===== src/rtl/uart_rx_async.sv =====
// uart_rx_async: 16x-oversampled UART receiver feeding a holding register or an external RX FIFO.
module uart_rx_async #(
    parameter int RX_FIFO = 0
) (
    input  logic       clk,
    input  logic       reset_n,
    input  logic       baud_clock,
    input  logic       rx,
    input  logic       bit8,
    input  logic       parity_en,
    input  logic       odd_n_even,
    input  logic       read_rx_byte,
    input  logic       fifo_full,
    input  logic       fifo_empty,
    output logic [7:0] rx_dout,
    output logic       rxrdy,
    output logic       parity_err,
    output logic       framing_err,
    output logic       overflow,
    output logic       fifo_write_rx
);
    localparam bit FIFO = (RX_FIFO != 0);

    typedef enum logic [2:0] {rx_idle, rx_start, rx_data, rx_parity, rx_stop, rx_break} state_t;

    state_t     state_q, state_d;
    logic       rx_m_q, rx_s_q;
    logic [3:0] cnt_q, cnt_d;
    logic [2:0] bit_q, bit_d;
    logic [7:0] shift_q, shift_d;
    logic       perr_q, perr_d;
    logic [7:0] dout_q, dout_d;
    logic       rdy_q, rdy_d, pe_q, pe_d, fe_q, fe_d, ov_q, ov_d, wr_q, wr_d;
    logic       mid, smp, done;

    assign mid = baud_clock && cnt_q == 4'd7;
    assign smp = baud_clock && cnt_q == 4'd15;

    always_comb begin
        state_d = state_q;
        bit_d   = bit_q;
        shift_d = shift_q;
        perr_d  = perr_q;
        done    = 1'b0;
        case (state_q)
            rx_idle: if (baud_clock && !rx_s_q) begin
                state_d = rx_start;
                bit_d   = 3'd0;
                shift_d = 8'h00;
                perr_d  = 1'b0;
            end
            rx_start: if (mid) state_d = rx_s_q ? rx_idle : rx_data;
            rx_data: if (smp) begin
                shift_d[bit_q] = rx_s_q;
                bit_d = bit_q + 3'd1;
                if (bit_q == (bit8 ? 3'd7 : 3'd6)) begin
                    bit_d   = 3'd0;
                    state_d = parity_en ? rx_parity : rx_stop;
                end
            end
            rx_parity: if (smp) begin
                perr_d  = rx_s_q ^ odd_n_even ^ (^shift_q);
                state_d = rx_stop;
            end
            rx_stop: if (smp) begin
                done    = 1'b1;
                state_d = rx_s_q ? rx_idle : rx_break;
            end
            rx_break: if (rx_s_q) state_d = rx_idle;
            default: state_d = rx_idle;
        endcase
        cnt_d = (state_d != state_q) ? 4'd0 : cnt_q + {3'b000, baud_clock};
    end

    // A read and a completion in the same clk: the clear applies first, then the new byte's flags.
    always_comb begin
        dout_d = done ? shift_q : dout_q;
        pe_d   = (pe_q & ~read_rx_byte) | (done & parity_en & perr_q);
        fe_d   = (fe_q & ~read_rx_byte) | (done & ~rx_s_q);
        ov_d   = (ov_q & ~read_rx_byte) | (done & (FIFO ? fifo_full : rdy_q & ~read_rx_byte));
        rdy_d  = FIFO ? 1'b0 : done | (rdy_q & ~read_rx_byte);
        wr_d   = ~(FIFO & done & ~fifo_full);
    end

    always_ff @(posedge clk or negedge reset_n) begin
        if (!reset_n) begin
            state_q <= rx_idle;
            rx_m_q  <= 1'b1;
            rx_s_q  <= 1'b1;
            cnt_q   <= 4'd0;
            bit_q   <= 3'd0;
            shift_q <= 8'h00;
            perr_q  <= 1'b0;
            dout_q  <= 8'h00;
            rdy_q   <= 1'b0;
            pe_q    <= 1'b0;
            fe_q    <= 1'b0;
            ov_q    <= 1'b0;
            wr_q    <= 1'b1;
        end else begin
            state_q <= state_d;
            rx_m_q  <= rx;
            rx_s_q  <= rx_m_q;
            cnt_q   <= cnt_d;
            bit_q   <= bit_d;
            shift_q <= shift_d;
            perr_q  <= perr_d;
            dout_q  <= dout_d;
            rdy_q   <= rdy_d;
            pe_q    <= pe_d;
            fe_q    <= fe_d;
            ov_q    <= ov_d;
            wr_q    <= wr_d;
        end
    end

    assign rx_dout       = dout_q;
    assign rxrdy         = FIFO ? ~fifo_empty : rdy_q;
    assign parity_err    = pe_q;
    assign framing_err   = fe_q;
    assign overflow      = ov_q;
    assign fifo_write_rx = wr_q;
endmodule


===== config.mk =====
export PLATFORM = sky130hd
export DESIGN_NAME = uart_rx_async
export DESIGN_NICKNAME = d
export VERILOG_FILES = /design/src/rtl/uart_rx_async.sv
export SDC_FILE = /design/constraint.sdc
export NUM_CORES = 1
export LEC_CHECK = 0
export ABC_CLOCK_PERIOD_IN_PS = 1500
export BUFFER_PORTS_ARGS = -buffer_cell sky130_fd_sc_hd__clkbuf_2
export CAP_MARGIN = 20
export CORE_MARGIN = 2
export CORE_UTILIZATION = 25
export CTS_BUF_LIST = sky130_fd_sc_hd__clkbuf_4 sky130_fd_sc_hd__clkbuf_8 sky130_fd_sc_hd__clkbuf_16
export CTS_CLUSTER_DIAMETER = 80
export CTS_CLUSTER_SIZE = 20
export DETAILED_ROUTE_END_ITERATION = 12
export PLACE_DENSITY = 0.4
export RECOVER_POWER = 50
export SYNTH_ARGS = -nofsm -noshare
export SYNTH_HDL_FRONTEND = slang
export SYNTH_SLANG_ARGS = --single-unit

===== constraint.sdc =====
create_clock -name clk -period 1.5 [get_ports clk]
set_input_delay 0.15 -clock clk [delete_from_list [all_inputs] [get_ports clk]]
set_output_delay 0.15 -clock clk [all_outputs]
set_load 0.005 [all_outputs]

==> flow_metrics.tcl, run 1 <==
set metrics [dict create \
    status "finished, final reports clean" \
    worstPathMaxFanout 6 \
    pin_count 23 \
    power.share.sequential_pct 39.8 \
    start_kind "flop" \
    portBuffers 19 \
    insertion_delay_ns 0.30 \
    cp.arrival_ns 1.66 \
    critPathSlowestCell "dfrtp_2" \
    grt_pass1_wl_mm 7.81 \
    ys_seq_elements 33 \
    gp_congestion 0.718 \
    vias 1598 \
    totalWireLength_mm 4.91 \
    rsz0062_at_grt "yes" \
    synth_area_um2 1830 \
    tritoncts "built" \
    hp-class "in2reg" \
    area_growth_pct 42.4 \
    reg2reg_depth 6 \
    p_leak_nw 1.21 \
    rows 31 \
    layout.nets 259 \
    cts_root_buf "clkbuf_8" \
    criticalPathCategory "reg2reg" \
    period_share_pct 99.3 \
    drc 0 \
    start_util_pct 25.5 \
    die_y_um 89.5 \
    p_int_mw 1.86 \
    yosysUniqueCellTypes 56 \
    routedWlPerCell_um 14.2 \
    clkTransAtPathRegs_ns 0.07 \
    finalSetupTns_ns 0 \
    hold_violations 0 \
    ff_latch_area_um2 832 \
    cp-end-kind "flop" \
    ant_nets 0 \
    ys.flop_type "dfrtp_1" \
    multi_input_area_um2 1010 \
    track_usage_pct 13.0 \
    drt_iter0_drc 68 \
    vdd_ir_drop_max_mv 0.472 \
    tightestPinTransition_ns 0.861 \
    cp.required_ns 1.67 \
    power.density_nw_per_um2 1090 \
    slowest_delay_ns 0.47 \
    finish.utilization_pct 36.3 \
    preCtsSetupSlack_ns -0.196 \
    firstDrtPassIters 4 \
    clock_tree.buffer_depth 2 \
    fp.dieW_um 89.5 \
    diodes 0 \
    dpl.hpwl_mm 3.38 \
    grt_pass1_vias 1506 \
    worstHoldPathCells 2 \
    p_sw_mw 0.966 \
    drive_gt1_share_pct 45.3 \
    fin_skew_ns 0.0146 \
    overflow 0 \
    antenna_found_initial 0 \
    yosysWarnings 0 \
    nFillCells 738 \
    clock_sinks 33 \
    drv_slew 0 \
    period_needed_ns 1.49 \
    core_um2 7180 \
    grt_max_degree 34 \
    setup_slack_ns 0.0102 \
    fmax_mhz 671 \
    cts_buffers 5 \
    final-setup-viol-count 0 \
    maxCapViolCount 0 \
    synth_nets 192 \
    htreeDepth 2 \
    synth_edf_count 0 \
    sw_frac_of_total_pct 34.2 \
    async_reset_ff_share_pct 100 \
    relSlewSlack_pct 42.6 \
    clkPwrFrac_pct 24.3 \
    synth_cells 179 \
    comb_power_share_pct 35.9 \
    holdWs_ns 0.0480 \
    via_per_inst 4.62 \
    synth.avg_cell_area_um2 10.2 \
    die-area_um2 8010 \
    worstPathCellList "buf_6, nor4b_4, a31oi_2, buf_4, nor2_2, a221o_1" \
    synth-seq-area-share_pct 45.3 \
]
worst paths after layout:
path / startpoint / end / slack [ns]
max in group asynchronous: reset_n / state_q[0]$_DFF_PN0_ / 0.30
setup reg to reg: state_q[2]$_DFF_PN0_ / state_q[0]$_DFF_PN0_ / 0.01
setup / recovery: state_q[2]$_DFF_PN0_ / state_q[0]$_DFF_PN0_ / 0.01
min in group asynchronous: reset_n / shift_q[3]$_DFFE_PN0P_ / 0.58
hold / removal: read_rx_byte / overflow$_DFF_PN0_ / 0.05
hold reg to reg: rx_m_q$_DFF_PN1_ / rx_s_q$_DFF_PN1_ / 0.36
cells in the final DEF, fill, tap and decap left out, types with 2 or more instances in the layout:
master         count
a211oi_1           4
a21boi_1           2
a21oi_1            8
a21oi_2            2
a22o_1             5
a31oi_1            3
and2_1             2
and3_4             2
buf_4             45
buf_6              3
clkbuf_2          20
clkbuf_8           5
clkinv_2           2
dfrtp_1           28
dfrtp_2            3
dfstp_2            2
dlygate4sd3_1      2
ha_1               3
inv_1              8
mux2_1             2
mux2_4             5
nand2_1           11
nand2b_1           2
nand3_1            5
nand3_2            2
nand3_4            2
nor2_1             4
nor2b_1            2
o21ai_0           13
o21ai_1            3
o22ai_1            4
xnor2_1            7
xnor2_2            2
xor2_1             2
cell families after synthesis:
logic type,after synthesis,synth area share (%)
compound gates,55,19.5
simple gates,45,15.3
flops,33,45.3
buf+inv,21,5.55
xor+xnor,12,6.51
mux,9,5.48
fa+ha+maj,3,2.06
other cells,1,0.205
metal layers:
layer  share of wire, %  up-vias  global-route usage, %
met5                  0        -                      0
met4               0.69        0                   3.66
met3                3.8        4                   3.60
met2                 46       30                   20.4
met1                 50      782                   17.7
li1                   -      782                      -
cell type report:
cell class                      count  share of cell area, %
Clock buffer                        5                   2.65
Clock inverter                      3                  0.673
Inverter                            9                   1.30
Multi-Input combinational cell    126                   39.0
Sequential cell                    33                   32.0
Tap cell                           99                   4.76
Timing Repair Buffer               71                   19.7
critical path, delay by kind of cell, from the launching register on:
kind | cells | cell delay (ns)
AO/OA/AOI/OAI | 2 | 0.45
AND/OR/NAND/NOR | 2 | 0.16
flip-flops | 1 | 0.47
buffers and inverters | 2 | 0.30
repair_timing:
| item | CTS | global route |
|---|---|---|
| endpoints found under the setup margin | 26 | 25 |
| endpoints found under the hold margin | 32 | 0 |
| setup buffers | 1 | 4 |
| hold buffers | 2 | 0 |
| pin swaps | 1 | 3 |
| cloned | 0 | 1 |
| resized for setup | 14 | 20 |
synthesized netlist by cell type (all sizes together) (2+ instances only):
cell | n | area share (%)
o21ai | 16 | 4.4
a21boi | 2 | 0.82
xnor2 | 9 | 4.3
a21oi | 10 | 2.7
mux2 | 8 | 4.9
nand3 | 8 | 3.2
nor3 | 2 | 0.82
o211ai | 2 | 1.1
ha | 3 | 2.1
o22ai | 4 | 1.4
and3 | 2 | 0.68
a22o | 5 | 2.4
a211oi | 5 | 2.1
nor2 | 6 | 1.4
a31oi | 4 | 1.4
and2 | 3 | 1.2
dfstp | 2 | 2.9
clkbuf | 3 | 0.62
nand2 | 12 | 2.9
nand2b | 2 | 0.68
dfrtp | 31 | 42
buf | 9 | 3.1
inv | 9 | 1.8
xor2 | 2 | 0.96
nor2b | 2 | 0.68
flip-flops by register name, indices dropped and copies added (netlist names):
| name | count |
|---|---|
| rx_s_q | 1 |
| shift_q | 8 |
| state_q | 3 |
| framing_err | 1 |
| parity_err | 1 |
| perr_q | 1 |
| rx_m_q | 1 |
| rx_dout | 8 |
| overflow | 1 |
| cnt_q | 4 |
| bit_q | 3 |
| rxrdy | 1 |
power groups by stage:
stage | Combinational [mW] | Sequential (mW) | Clock (mW)
floorplan | 0.553 | 1.06 | 0
global placement | 0.936 | 1.13 | 0
global route | 1.13 | 1.14 | 0.767
detailed placement | 0.931 | 1.12 | 0
finish | 1.02 | 1.13 | 0.688
CTS | 0.970 | 1.12 | 0.711
stage by stage:
stage / area (µm²) / cells / power [mW]
6_report: 2600 / 346 / 2.83
4_1_cts: 2500 / 341 / 2.80
5_1_grt: 2600 / 346 / 3.04
3_5_place_dp: 2350 / 330 / 2.05
2_1_floorplan: 1830 / 179 / 1.61
3_3_place_gp: 2350 / 330 / 2.06
(Power assumes the default switching activity.)
==> inputs of run 2 (changes only) <==
- ABC_AREA: not set -> 1
- BUFFER_PORTS_ARGS: -buffer_cell sky130_fd_sc_hd__clkbuf_2 -> -buffer_cell sky130_fd_sc_hd__buf_2
==> flow_metrics.tcl, run 2 <==
set metrics [dict create \
    power.density_nw_per_um2 1090 \
    antenna_found_initial 0 \
    tightestPinTransition_ns 0.850 \
    maxCapViolCount 0 \
    worstHoldPathCells 2 \
    p_leak_nw 1.20 \
    rsz0062_at_grt "yes" \
    synth_top_area_share_pct 43.1 \
    core_um2 6870 \
    die_y_um 88.8 \
    multi_input_area_um2 890 \
    drv_slew 0 \
    fmax_mhz 671 \
    criticalPathCategory "reg2reg" \
    nFillCells 743 \
    routedWlPerCell_um 11.0 \
    cts_buffers 5 \
    placed_area_um2 2160 \
    track_usage_pct 11.0 \
    synth_nets 220 \
    die-area_um2 7890 \
    vias 1493 \
    clock_tree.buffer_depth 2 \
    final_cell_mix "38 x nand2_1, 30 x buf_4, 28 x dfrtp_1" \
    hold_violations 0 \
    fin_cells 361 \
    diodes 0 \
    vdd_ir_drop_max_mv 0.371 \
    pin_count 23 \
    start_kind "flop" \
    reg2reg_depth 5 \
    drc 0 \
    status "finished, final reports clean" \
    yosys-top-cells-count "41 x nand2_1, 31 x dfrtp_1, 22 x inv_1" \
    yosysWarnings 0 \
    wl_met2_mm 1.91 \
    yosysUniqueCellTypes 32 \
    clkTransAtPathRegs_ns 0.07 \
    grt_max_degree 34 \
    tritoncts "built" \
    wl_met3_um 113 \
    hp-class "in2reg" \
    worstPathMaxFanout 13 \
    crit_start "cnt_q[1]$_DFF_PN0_" \
    via_per_inst 4.14 \
    insertion_delay_ns 0.28 \
    gp_congestion 0.717 \
    layout_commonest_cell "nand2_1" \
    dpl.hpwl_mm 2.95 \
    fp.dieW_um 88.8 \
    overflow 0 \
    fin_skew_ns 0.00588 \
    totalWireLength_mm 3.99 \
    synth_edf_count 0 \
    ys_seq_elements 33 \
    finalInstanceArea_um2 2420 \
    synth.avg_cell_area_um2 8.69 \
    finalPower_mw 2.64 \
    cp-end-kind "flop" \
    grt_pass1_wl_mm 6.63 \
    hold_path_startpoint "read_rx_byte" \
    synth-seq-area-share_pct 46.1 \
    placed_cells 342 \
    synth_area_um2 1800 \
    top_layer_used "met4" \
    r2r_start "cnt_q[1]$_DFF_PN0_" \
    rows 30 \
    firstDrtPassIters 4 \
    finalSetupTns_ns 0 \
    relSlewSlack_pct 43.3 \
    ys.flop_type "dfrtp_1" \
    synth_cells 207 \
    portBuffers 19 \
    critPathSlowestCell "dfrtp_1" \
    synth.most_common_cell "nand2_1" \
    cp.required_ns 1.67 \
    async_reset_ff_share_pct 100 \
    period_needed_ns 1.49 \
    ant_nets 0 \
    met1_length_mm 1.94 \
    ff_latch_area_um2 832 \
    cp.arrival_ns 1.66 \
    cts_root_buf "clkbuf_8" \
    period_share_pct 99.4 \
    grt_pass1_vias 1430 \
    drt_iter0_drc 42 \
    synth_top_area_cell "dfrtp_1" \
    htreeDepth 2 \
    holdWs_ns 0.0746 \
    start_util_pct 26.2 \
    slowest_delay_ns 0.40 \
    clock_sinks 33 \
    worstPathCellList "nand3_2, nor2_4, buf_4, nand2_2, mux2_4" \
    synth.area.top_cells "dfrtp_1 43%, nand2_1 8.6%, inv_1 4.6%" \
    final-setup-viol-count 0 \
    layout.nets 277 \
    area_growth_pct 34.6 \
    drive_gt1_share_pct 40.0 \
]
-- run 2: path summary, 6_finish.rpt --
path,to,slack (ns)
setup / recovery,rx_dout[4]$_DFFE_PN0P_,0.009
hold / removal,rxrdy$_DFF_PN0_,0.07
setup reg to reg,rx_dout[4]$_DFFE_PN0P_,0.009
hold reg to reg,rx_s_q$_DFF_PN1_,0.37
max in group asynchronous,state_q[2]$_DFF_PN0_,0.34
min in group asynchronous,cnt_q[1]$_DFF_PN0_,0.59
-- run 2: worst max-delay path, delay by kind of cell, from the launching register on --
family | cells | cell delay, ns
buffers and inverters | 1 | 0.15
DFF | 1 | 0.40
muxes | 1 | 0.35
and+or+nand+nor | 3 | 0.48
-- run 2: per-stage QoR --
stage	util, %	worst slack, ns
6_report	35.2	0.00869
5_1_grt	35.2	-0.0826
4_1_cts	33.3	0.00207
3_5_place_dp	31.4	-0.0262
3_3_place_gp	31.4	-0.0160
2_1_floorplan	-	0.146
-- run 2: power breakdown --
group	internal, mW	switching, mW
clock network	0.411	0.328
logic	0.386	0.472
registers	0.966	0.0827
-- run 2: what timing repair did --
item | in CTS | in global routing
hold endpoints to repair | 32 | 0
resized for setup | 5 | 23
setup buffers | 0 | 9
pin swaps | 2 | 10
hold buffers | 2 | 0
setup endpoints to repair | 7 | 16
-- run 2: layout make-up --
cell class / count / area share, %
clock buffers: 8 / 4.03
multi-input cells: 142 / 36.8
inverters: 27 / 4.19
flip-flops and latches: 33 / 34.4
repair buffers: 55 / 15.7
well taps: 96 / 4.96
-- run 2: per-layer routing --
layer  GRT usage, %  vias up
met5              0        -
met2           18.0       22
met1           14.2      683
met3           2.80        2
li1               -      786
met4           3.31        0
-- run 2: logic make-up after synthesis --
logic type	count (synthesis)	synth area share, %
AOI/OAI and AO/OA	28	8.56
xor gates and xnor gates	10	4.87
adders and majority gates	3	2.09
buffers and inverters	32	8.14
DFF	33	46.1
muxes	7	5.22
other	1	0.209
and+or+nand+nor	93	24.8
==> inputs of run 3 (changes only) <==
==> constraint.sdc (replaced) <==
create_clock -name clk -period 1.5 [get_ports clk]
set_input_delay 0.3 -clock clk [delete_from_list [all_inputs] [get_ports clk]]
set_output_delay 0.3 -clock clk [all_outputs]
set_load 0.005 [all_outputs]
==> flow_metrics.tcl, run 3 (synthesis gave the netlist of run 2 again) <==
set metrics [dict create \
    r2r_end "rx_dout[0]$_DFFE_PN0P_" \
    tightestPinTransition_ns 0.767 \
    fin_skew_ns 0.00297 \
    clock_sinks 33 \
    rsz0062_at_grt "yes" \
    cp_top_family "flip-flops" \
    period_share_pct 98.1 \
    firstDrtPassIters 4 \
    tritoncts "built" \
    hold_path_startpoint "rx" \
    start_kind "flop" \
    dpl.hpwl_mm 2.88 \
    pin_count 23 \
    hp-class "in2reg" \
    p_leak_nw 1.19 \
    core_um2 6870 \
    cp.arrival_ns 1.64 \
    totalWireLength_mm 3.91 \
    relSlewSlack_pct 48.9 \
    r2r_slack_ns 0.03 \
    routedWlPerCell_um 10.9 \
    fin_cells 359 \
    finish.utilization_pct 35.0 \
    layout.nets 275 \
    layout_commonest_cell "nand2_1" \
    path_depth 5 \
    status "finished, final reports clean" \
    vias 1498 \
    critPathSlowestCell "dfrtp_1" \
    maxCapViolCount 0 \
    setup_slack_ns 0.0281 \
    overflow 0 \
    grt_pass1_wl_mm 6.44 \
    fmax_mhz 679 \
    slowest_delay_ns 0.42 \
    fp.dieW_um 88.8 \
    drive_gt1_share_pct 41.1 \
    placed_cells 343 \
    drt_iter0_drc 64 \
    cts_root_buf "clkbuf_8" \
    whs_endpoint "rx_m_q$_DFF_PN1_" \
    worstPathCellList "nand3_4, nor2_4, buf_4, nand2_2, mux2_2" \
    period_needed_ns 1.47 \
    diodes 0 \
    area_growth_pct 33.7 \
    r2r_start "cnt_q[3]$_DFF_PN0_" \
    portBuffers 19 \
    ant_nets 0 \
    htreeDepth 2 \
    cts_buffers 5 \
    reg2reg_depth 5 \
    hold_violations 0 \
    drc 0 \
    worstHoldPathCells 1 \
    power.density_nw_per_um2 1060 \
    cp.required_ns 1.67 \
    final_cell_mix "35 x nand2_1, 29 x buf_4, 27 x dfrtp_1" \
    path_buf_inv 1 \
    grt_max_degree 34 \
    finalSetupTns_ns 0 \
    via_per_inst 4.17 \
    vdd_ir_drop_max_mv 0.621 \
    grt_pass1_vias 1390 \
    worstPathMaxFanout 13 \
    preCtsSetupSlack_ns -0.0168 \
    clkTransAtPathRegs_ns 0.07 \
    criticalPathCategory "reg2reg" \
    die_y_um 88.8 \
    nFillCells 732 \
    rows 30 \
    drv_slew 0 \
    clock_tree.buffer_depth 2 \
    track_usage_pct 10.7 \
    insertion_delay_ns 0.28 \
    crit_start "cnt_q[3]$_DFF_PN0_" \
    gp_congestion 0.743 \
    antenna_found_initial 0 \
    cp-end-kind "flop" \
    final-setup-viol-count 0 \
    start_util_pct 26.2 \
    die-area_um2 7890 \
]
run 3: what timing repair did:
| action | CTS | global route |
|---|---|---|
| resized for setup | 3 | 26 |
| buffers inserted | 0 | 7 |
| hold buffers | 1 | 0 |
| pin swaps | 1 | 8 |
| setup endpoints to repair | 5 | 20 |
| endpoints found under the hold margin | 31 | 0 |
run 3: worst reg2reg max path: stages (launching register included):
cell     delay [ns]
dfrtp_1        0.42
nand3_4        0.13
nor2_4         0.05
buf_4          0.14
nand2_2        0.24
mux2_2         0.38
run 3: layer usage:
metal | part of all wire, % | up-vias | GRT usage [%]
li1 | - | 777 | -
met1 | 46 | 694 | 13.5
met2 | 48 | 21 | 17.3
met3 | 3.8 | 6 | 3.17
met4 | 1.5 | 0 | 3.99
met5 | 0 | - | 0
run 3: stage by stage:
| step | hold slack, ns | power (mW) | cell area (µm²) |
|---|---|---|---|
| final | 0.112 | 2.55 | 2400 |
| after global routing | 0.0970 | 2.75 | 2400 |
| after CTS | 0.0974 | 2.47 | 2280 |
| after detailed placement | 0.278 | 1.77 | 2180 |
| after global placement | 0.274 | 1.78 | 2180 |
| after floorplan | 0.00441 | 1.51 | 1800 |
run 3: how the worst max path moves through the flow:
stage / endpoint
2_1_floorplan: rx_dout[2]$_DFFE_PN0P_
3_3_place_gp: shift_q[0]$_DFFE_PN0P_
3_5_place_dp: shift_q[0]$_DFFE_PN0P_
4_1_cts: cnt_q[3]$_DFF_PN0_
5_1_grt: cnt_q[1]$_DFF_PN0_
6_report: rx_dout[0]$_DFFE_PN0P_
run 3: layout make-up:
class	count	area [µm²]	area share [%]
Multi-Input combinational cell	142	901	37.5
Clock buffer	6	76.3	3.18
Clock inverter	2	10.0	0.416
Inverter	27	101	4.22
Timing Repair Buffer	53	362	15.0
Sequential cell	33	833	34.7
Tap cell	96	120	5.00
run 3: where the power goes:
| group | switching, mW | internal, mW | total, mW |
|---|---|---|---|
| combinational | 0.463 | 0.360 | 0.824 |
| sequential | 0.0861 | 0.968 | 1.05 |
| clock | 0.329 | 0.340 | 0.668 |
